**config.mk**
```make
export PLATFORM = sky130hd
export DESIGN_NAME = load_store_unit
export DESIGN_NICKNAME = d
export VERILOG_FILES = /design/src/rtl/load_store_unit.sv
export SDC_FILE = /design/constraint.sdc
export NUM_CORES = 1
export LEC_CHECK = 0
export BUFFER_PORTS_ARGS = -buffer_cell sky130_fd_sc_hd__buf_2
export CAP_MARGIN = 20
export CELL_PAD_IN_SITES_DETAIL_PLACEMENT = 0
export CELL_PAD_IN_SITES_GLOBAL_PLACEMENT = 2
export CORE_MARGIN = 2
export CORE_UTILIZATION = 33
export CTS_CLUSTER_SIZE = 8
export DETAILED_ROUTE_END_ITERATION = 8
export GPL_ROUTABILITY_DRIVEN = 0
export GPL_TIMING_DRIVEN = 0
export PLACE_DENSITY = 0.9
export SYNTH_ARGS = -nofsm -noshare
export SYNTH_HDL_FRONTEND = slang
export SYNTH_SLANG_ARGS = --single-unit
```
**constraint.sdc**
```tcl
create_clock -name clk -period 3.08 [get_ports clk]
set_input_delay 0.616 -clock clk [delete_from_list [all_inputs] [get_ports clk]]
set_output_delay 0.616 -clock clk [all_outputs]
set_load 0.05 [all_outputs]
```
**src/rtl/load_store_unit.sv**
```systemverilog
// -----------------------------------------------------------------------------
// load_store_unit
//
// The memory stage's only path to the word-addressed data memory.
// - Loads: reads the containing word, picks out the byte/half lane and
//   sign- or zero-extends it.
// - Word stores: write the latched data directly.
// - Byte/half stores: read-modify-write of the containing word.
// - Out-of-range word indices return an error and never touch memory.
//
// Optional build macro:
//   MISALIGN_TRAP_EN - when defined, misaligned halves (addr[0]=1) and words
//   (addr[1:0]!=0) return an error without a memory access. When undefined,
//   the low address bits below the access size are ignored.
//
// Ports:
//   clk, rst        clock; asynchronous active-high reset
//   req_valid       request present
//   req_ready       unit is idle and accepts a request this cycle
//   req_write       1 = store, 0 = load
//   req_size        00 byte, 01 half, 10/11 word
//   req_signed      load extension: 1 = sign, 0 = zero
//   req_addr        byte address
//   req_wdata       right-aligned store data
//   resp_valid      one-cycle completion pulse
//   resp_rdata      extended load data (0 for stores and errors)
//   resp_err        range or (optionally) alignment error
//   mem_addr        word-aligned byte address to memory (0 when idle)
//   mem_write_data  word to write
//   mem_write       one-cycle write strobe
//   mem_read_data   combinational memory read data
// -----------------------------------------------------------------------------
module load_store_unit #(
    parameter int MEM_WORDS = 64
) (
    input  logic        clk,
    input  logic        rst,
    input  logic        req_valid,
    output logic        req_ready,
    input  logic        req_write,
    input  logic [1:0]  req_size,
    input  logic        req_signed,
    input  logic [31:0] req_addr,
    input  logic [31:0] req_wdata,
    output logic        resp_valid,
    output logic [31:0] resp_rdata,
    output logic        resp_err,
    output logic [31:0] mem_addr,
    output logic [31:0] mem_write_data,
    output logic        mem_write,
    input  logic [31:0] mem_read_data
);

    localparam logic [2:0] S_IDLE   = 3'd0;
    localparam logic [2:0] S_LOAD   = 3'd1;
    localparam logic [2:0] S_RMW_RD = 3'd2;
    localparam logic [2:0] S_WRITE  = 3'd3;
    localparam logic [2:0] S_RESP   = 3'd4;

    localparam logic [31:0] LP_WORDS = 32'(MEM_WORDS);

    // Lane extraction with extension; sizes 10 and 11 pass the word through.
    function automatic logic [31:0] f_extract(input logic [31:0] word,
                                              input logic [1:0]  size,
                                              input logic [1:0]  off,
                                              input logic        sgn);
        logic [7:0]  b;
        logic [15:0] h;
        b = word[{off, 3'b000} +: 8];
        h = word[{off[1], 4'b0000} +: 16];
        case (size)
            2'b00:   f_extract = sgn ? {{24{b[7]}}, b} : {24'd0, b};
            2'b01:   f_extract = sgn ? {{16{h[15]}}, h} : {16'd0, h};
            default: f_extract = word;
        endcase
    endfunction

    // Replace the addressed lane of the old word with the new store data.
    function automatic logic [31:0] f_merge(input logic [31:0] word,
                                            input logic [31:0] wdata,
                                            input logic [1:0]  size,
                                            input logic [1:0]  off);
        logic [31:0] r;
        r = word;
        case (size)
            2'b00:   r[{off, 3'b000} +: 8]     = wdata[7:0];
            2'b01:   r[{off[1], 4'b0000} +: 16] = wdata[15:0];
            default: r = wdata;
        endcase
        f_merge = r;
    endfunction

    logic [2:0]  r_state;
    logic        r_err;
    logic [31:0] r_addr;
    logic [1:0]  r_size;
    logic        r_signed;
    logic [31:0] r_wdata;
    logic [31:0] r_merge;
    logic [31:0] r_rdata;

    logic        w_range_err;
    logic        w_misalign;
    logic        w_err;
    logic        w_mem_access;

    assign w_range_err = {2'b00, req_addr[31:2]} >= LP_WORDS;

`ifdef MISALIGN_TRAP_EN
    assign w_misalign = ((req_size == 2'b01) && req_addr[0]) ||
                        (req_size[1] && (req_addr[1:0] != 2'b00));
`else
    assign w_misalign = 1'b0;
`endif

    assign w_err = w_range_err | w_misalign;

    // Control state: the only registers that see reset.
    always_ff @(posedge clk or posedge rst) begin
        if (rst) begin
            r_state <= S_IDLE;
            r_err   <= 1'b0;
        end else begin
            case (r_state)
                S_IDLE: begin
                    if (req_valid) begin
                        r_err <= w_err;
                        if (w_err)
                            r_state <= S_RESP;
                        else if (!req_write)
                            r_state <= S_LOAD;
                        else if (req_size[1])
                            r_state <= S_WRITE;
                        else
                            r_state <= S_RMW_RD;
                    end
                end
                S_LOAD:   r_state <= S_RESP;
                S_RMW_RD: r_state <= S_WRITE;
                S_WRITE:  r_state <= S_RESP;
                S_RESP:   r_state <= S_IDLE;
                default:  r_state <= S_IDLE;
            endcase
        end
    end

    // Datapath registers; every output using them is masked by the state,
    // so they need no reset.
    always_ff @(posedge clk) begin
        case (r_state)
            S_IDLE: begin
                if (req_valid) begin
                    r_addr   <= req_addr;
                    r_size   <= req_size;
                    r_signed <= req_signed;
                    r_wdata  <= req_wdata;
                    r_rdata  <= 32'd0;
                end
            end
            S_LOAD:   r_rdata <= f_extract(mem_read_data, r_size, r_addr[1:0], r_signed);
            S_RMW_RD: r_merge <= mem_read_data;
            default:  ;
        endcase
    end

    assign w_mem_access = (r_state == S_LOAD) || (r_state == S_RMW_RD) ||
                          (r_state == S_WRITE);

    // All outputs decode from the state so a reset clears them immediately,
    // including the write strobe of an interrupted read-modify-write.
    assign req_ready      = (r_state == S_IDLE);
    assign resp_valid     = (r_state == S_RESP);
    assign resp_rdata     = (r_state == S_RESP) ? r_rdata : 32'd0;
    assign resp_err       = (r_state == S_RESP) ? r_err : 1'b0;
    assign mem_addr       = w_mem_access ? {r_addr[31:2], 2'b00} : 32'd0;
    assign mem_write      = (r_state == S_WRITE);
    assign mem_write_data = (r_state == S_WRITE) ?
                            f_merge(r_merge, r_wdata, r_size, r_addr[1:0]) : 32'd0;

endmodule
```
Word-level counts from Yosys, hierarchy flattened
Index checks and enable logic that the tools add are counted. Widths: inputs -> output; s select.

Equality and inequality tests: 6. Shifts and indexed selects: 6. Order comparisons: 1. Reductions and logical operators: 8. Muxes and demuxes: 17. $add $sub $neg: 2.

Operators with widths (number): $mux 32 (6); $pmux 32 s2 (3); $bwmux 32 (2); $shift 16x7->32 const A (1); $shift 8x7->32 const A (1); $shiftx 16x7->32 (1); $shiftx 32x6->16 (1); $shiftx 32x6->8 (1); $shiftx 8x7->32 (1); $ge 30x7->1 const B (1); $neg 5->7 (2); $pmux 3 s3 (1); $eq 3x2->1 const B (2); $mux 3 (2); $reduce_and 2->1 (2); $eq 3x1->1 const B (1); $eq 3x3->1 const B (1); $logic_not 3->1 (1); $eq 2x1->1 const B (1); $logic_not 2->1 (1); $logic_or 1x1->1 (2); $mux 1 (2); $mux 2 (1); $ne 2x2->1 const B (1); 2 further kinds (2).

Output and inout bits: 100. Bits in registers: 135. Input bits: 103.

Depth between registers and ports, before layout
Depth in word-level cells: 5. Depth in mapped cells: 8. Gate-level depth less buffers: 6.

Least setup slack after synthesis
Ideal clock, no wire load.

Path kind: reg-to-output. Start: register r_addr[1]. End: output mem_write_data[0]. Arrival time: 2.797 ns. Required time: 2.464 ns. Path slack: -0.333 ns. Stages on the path, launching flop included: 8. Cells stage by stage: edfxtp_1 buf_4 inv_2 ha_1 nor4bb_1 buf_2 o41ai_1 a221oi_1.

Word-level cells in the longest chain between the ends: 5.

RTL lines: start, declared (RTL line 95) `logic [31:0] r_addr;`; start signal, assigned (RTL line 153) `r_addr <= req_addr;`; $neg 5->7, on equally long branches (RTL line 87, 86); $shiftx 16x7->32, or another cell as far along (RTL line 87) `2'b01: r[{off[1], 4'b0000} +: 16] = wdata[15:0];`; $bwmux 32, on equally long branches (RTL line 87, 86); $pmux 32 s2 * (RTL line 85) `case (size)`; $mux 32 * (RTL line 177) `assign mem_write_data = (r_state == S_WRITE) ?`; end, declared (RTL line 49) `output logic [31:0] mem_write_data,`.

Every way passes the cells marked *; elsewhere a longest branch is shown, timed or not.

Final worst setup path
Start: register r_addr[0]. End: output mem_write_data[14].

Word-level cells in the longest chain between the ends: 5.

RTL lines: $neg 5->7 * (RTL line 86) `2'b00: r[{off, 3'b000} +: 8] = wdata[7:0];`; $shiftx 8x7->32 or $shift 8x7->32 (tied branches) (RTL line 86); $bwmux 32 * (RTL line 86); $pmux 32 s2 * (RTL line 85); $mux 32 * (RTL line 177).

Marked as above.

==> flow_summary.yaml <==
critical_path:
  arrival_ns: 2.41
  cp.required_ns: 2.46
  critPathLaunchType: "flip-flop"
  crit_chain: "buf_6 -> ha_1 -> and4b_1 -> buf_4 -> a222oi_1 -> a21oi_1 -> buf_2"
  critPathBufInv: 3
  critPathKind: "flip-flop to primary output"
  slowest_delay_ns: 0.50
  cp_max_fo: 8
  slowest_stage: "edfxtp_1"
  end_kind: "primary output"
  cp_top_family: "buffers and inverters"
cells_and_area:
  fillers: 1847
  final_common_cell: "buf_2"
  post-route-util_pct: 45.8
  layout_common_cells: "192 x buf_2, 131 x edfxtp_1, 35 x and3_1, 34 x buf_4, 33 x a22oi_1"
  drive_above_1_share_pct: 41.8
  nets: 871
  syn2layout_area_growth_pct: 35.5
  final_area_um2: 8980
power_and_ir_drop:
  peakVddDrop_v: 0.000362
  p_clk_share_pct: 44.3
  p_per_area_nw_per_um2: 525
  p_sw_mw: 1.27
  p_leak_nw: 3.73
  p_comb_share_pct: 10.5
  power_frac_seq_pct: 45.2
  p_int_mw: 3.44
  swShare_pct: 27.0
drt:
  vias: 5634
  finalWirelength_mm: 22.2
  wl_per_cell_um: 21.3
  viasPerCell: 5.41
  first_pass_iters: 6
  postRouteAntennaNets: 0
  drc: 0
  drt-initial-drc-count: 763
grt:
  grt-busiest-layer: "met2"
  antenna_found_initial: 1
  grt_pass1_vias: 5392
  use_met3_pct: 5.24
  grt_remaining_overflow: 0
  grt_pass1_wl_mm: 32.6
  grt_usage_pct: 20.4
  met1_usage_pct: 27.5
  globalRouteMet2Util_pct: 32.7
  grt_max_degree: 41
sta:
  drv_slew: 0
  finalClockSkew_ns: 0.00950
  setup_viol: 0
  max_freq_ghz: 0.331
  hold_viol_final: 0
  post-route-period-util_pct: 98.1
  slew_headroom_pct: 41.1
  tightest_slew_ns: 0.882
  tns_ns: 0
  fin_crit_ns: 3.02
die:
  die_y_um: 146
  die_w_um: 146
  core-area_um2: 19600
  start_util_pct: 33.8
  ioPinCount: 203
  die_area_um2: 21200
  placementRows: 51
synthesis:
  synth_warnings: 0
  syn_area_um2: 6620
  synth_cells: 523
  synth_top_area_cell: "edfxtp_1"
  ys_seq_area_share_pct: 60.9
  synth_seq_cells: 135
  synthDistinctLibCells: 52
  synth_edf_count: 131
  netlist.area_leader.share_pct: 59.4
  avgSynthCellArea_um2: 12.7
  ys_async_sr_fraction_pct: 2.96
  synth.area.top_cells: "edfxtp_1 59%, a22oi_1 3.7%, and3_1 3.3%"
  ys.flop_type: "edfxtp_1"
clock_network:
  clockRootBuffer: "clkbuf_16"
  cts_buffers: 17
  cts_tree: "built"
  htree_levels: 4
  numClockSinks: 135
  ctsHoldBuffers: 0
  insertion_delay_ns: 0.44
  cts_buffer_depth: 2
  clk_pin_slew_ns: 0.07
worst_hold_path:
  hold_path.class: "primary input to asynchronous set/reset pin"
run_status:
  status: "finished, final reports clean"
placement:
  hpwl_mm: 16.0
  io_buffers: 200
  placed_area_um2: 8060
run:
  drv_cap: 0
## synth_stat cells, drive strengths merged (7+ instances only)
cell type and number:
and3 35, a221oi 8, and2 31, a22oi 33, a21oi 26, o41ai 8, buf 25, mux2 24
o22ai 9, nor2b 12, nand2 28, a221o 7, o21ai 28, nor2 18, edfxtp 131, nor4 8
inv 15, a22o 8, a222oi 15, clkbuf 20
## per-stage QoR
| step | worst slack (ns) | power (mW) | hold WS, ns | std cells |
|---|---|---|---|---|
| 6_report | 0.0574 | 4.71 | 0.0623 | 1042 |
| 4_1_cts | -0.00938 | 4.71 | 0.0601 | 1028 |
| 3_5_place_dp | -0.0852 | 2.63 | 0.512 | 991 |
| 5_1_grt | -0.0349 | 4.85 | 0.0689 | 1042 |
| 3_3_place_gp | -0.0954 | 2.62 | 0.507 | 989 |
| 2_1_floorplan | 0.151 | 2.43 | 0.382 | 524 |
## state kept, by name, summed over array words and instances (netlist names)
signal	count
r_rdata	32
r_err	1
r_wdata	32
r_state	3
r_signed	1
r_merge	32
r_size	2
r_addr	32
## power groups by stage
stage | Clock (mW) | Sequential, mW | Combinational (mW)
floorplan | 0 | 2.16 | 0.275
global route | 2.19 | 2.13 | 0.528
detailed placement | 0 | 2.17 | 0.458
global placement | 0 | 2.17 | 0.445
finish | 2.09 | 2.13 | 0.493
CTS | 2.11 | 2.13 | 0.472
## final cells by class
| type | count | area [µm²] | area share [%] |
|---|---|---|---|
| inverters | 15 | 68.8 | 0.767 |
| well taps | 265 | 332 | 3.69 |
| clock inverters | 15 | 173 | 1.92 |
| diodes | 1 | 2.50 | 0.0279 |
| multi-input cells | 329 | 2410 | 26.9 |
| flip-flops and latches | 135 | 4030 | 44.9 |
| clock buffers | 17 | 425 | 4.74 |
| plain buffers | 45 | 253 | 2.82 |
| repair buffers | 220 | 1270 | 14.2 |
## per-layer routing
layer | vias up | share of wire, %
li1 | 2540 | -
met1 | 2744 | 41
met2 | 316 | 48
met3 | 34 | 8.9
met4 | 0 | 1.7
met5 | - | 0
## path summary, 6_finish.rpt
kind	startpoint	end	slack [ns]	depth (start not counted)
max in group asynchronous	rst	r_state[2]	2.85	2
min in group clk	req_wdata[27]	r_wdata[27]	0.36	1
hold reg to reg	r_err	r_err	0.54	2
setup / recovery	r_addr[0]	mem_write_data[14]	0.06	7
setup reg to reg	r_state[0]	r_rdata[9]	0.42	6
hold / removal	rst	r_err	0.06	2
## timing repair
item                                   in CTS  in global routing
endpoints found under the hold margin       0                  0
buffers inserted                            5                 12
setup endpoints to repair                  32                 31
resized for setup                          26                 29
pin swaps                                   2                  5
## cells by family after synthesis
family,Yosys count,share of synthesized area [%]
and+or+nand+nor,150,13.4
AOI/OAI and AO/OA,146,15.9
DFF,135,60.9
buffers and inverters,60,4.25
muxes,26,4.57
adders and majority gates,5,0.944
other,1,0.0566
No activity file was read; power rests on OpenSTA's default activity.
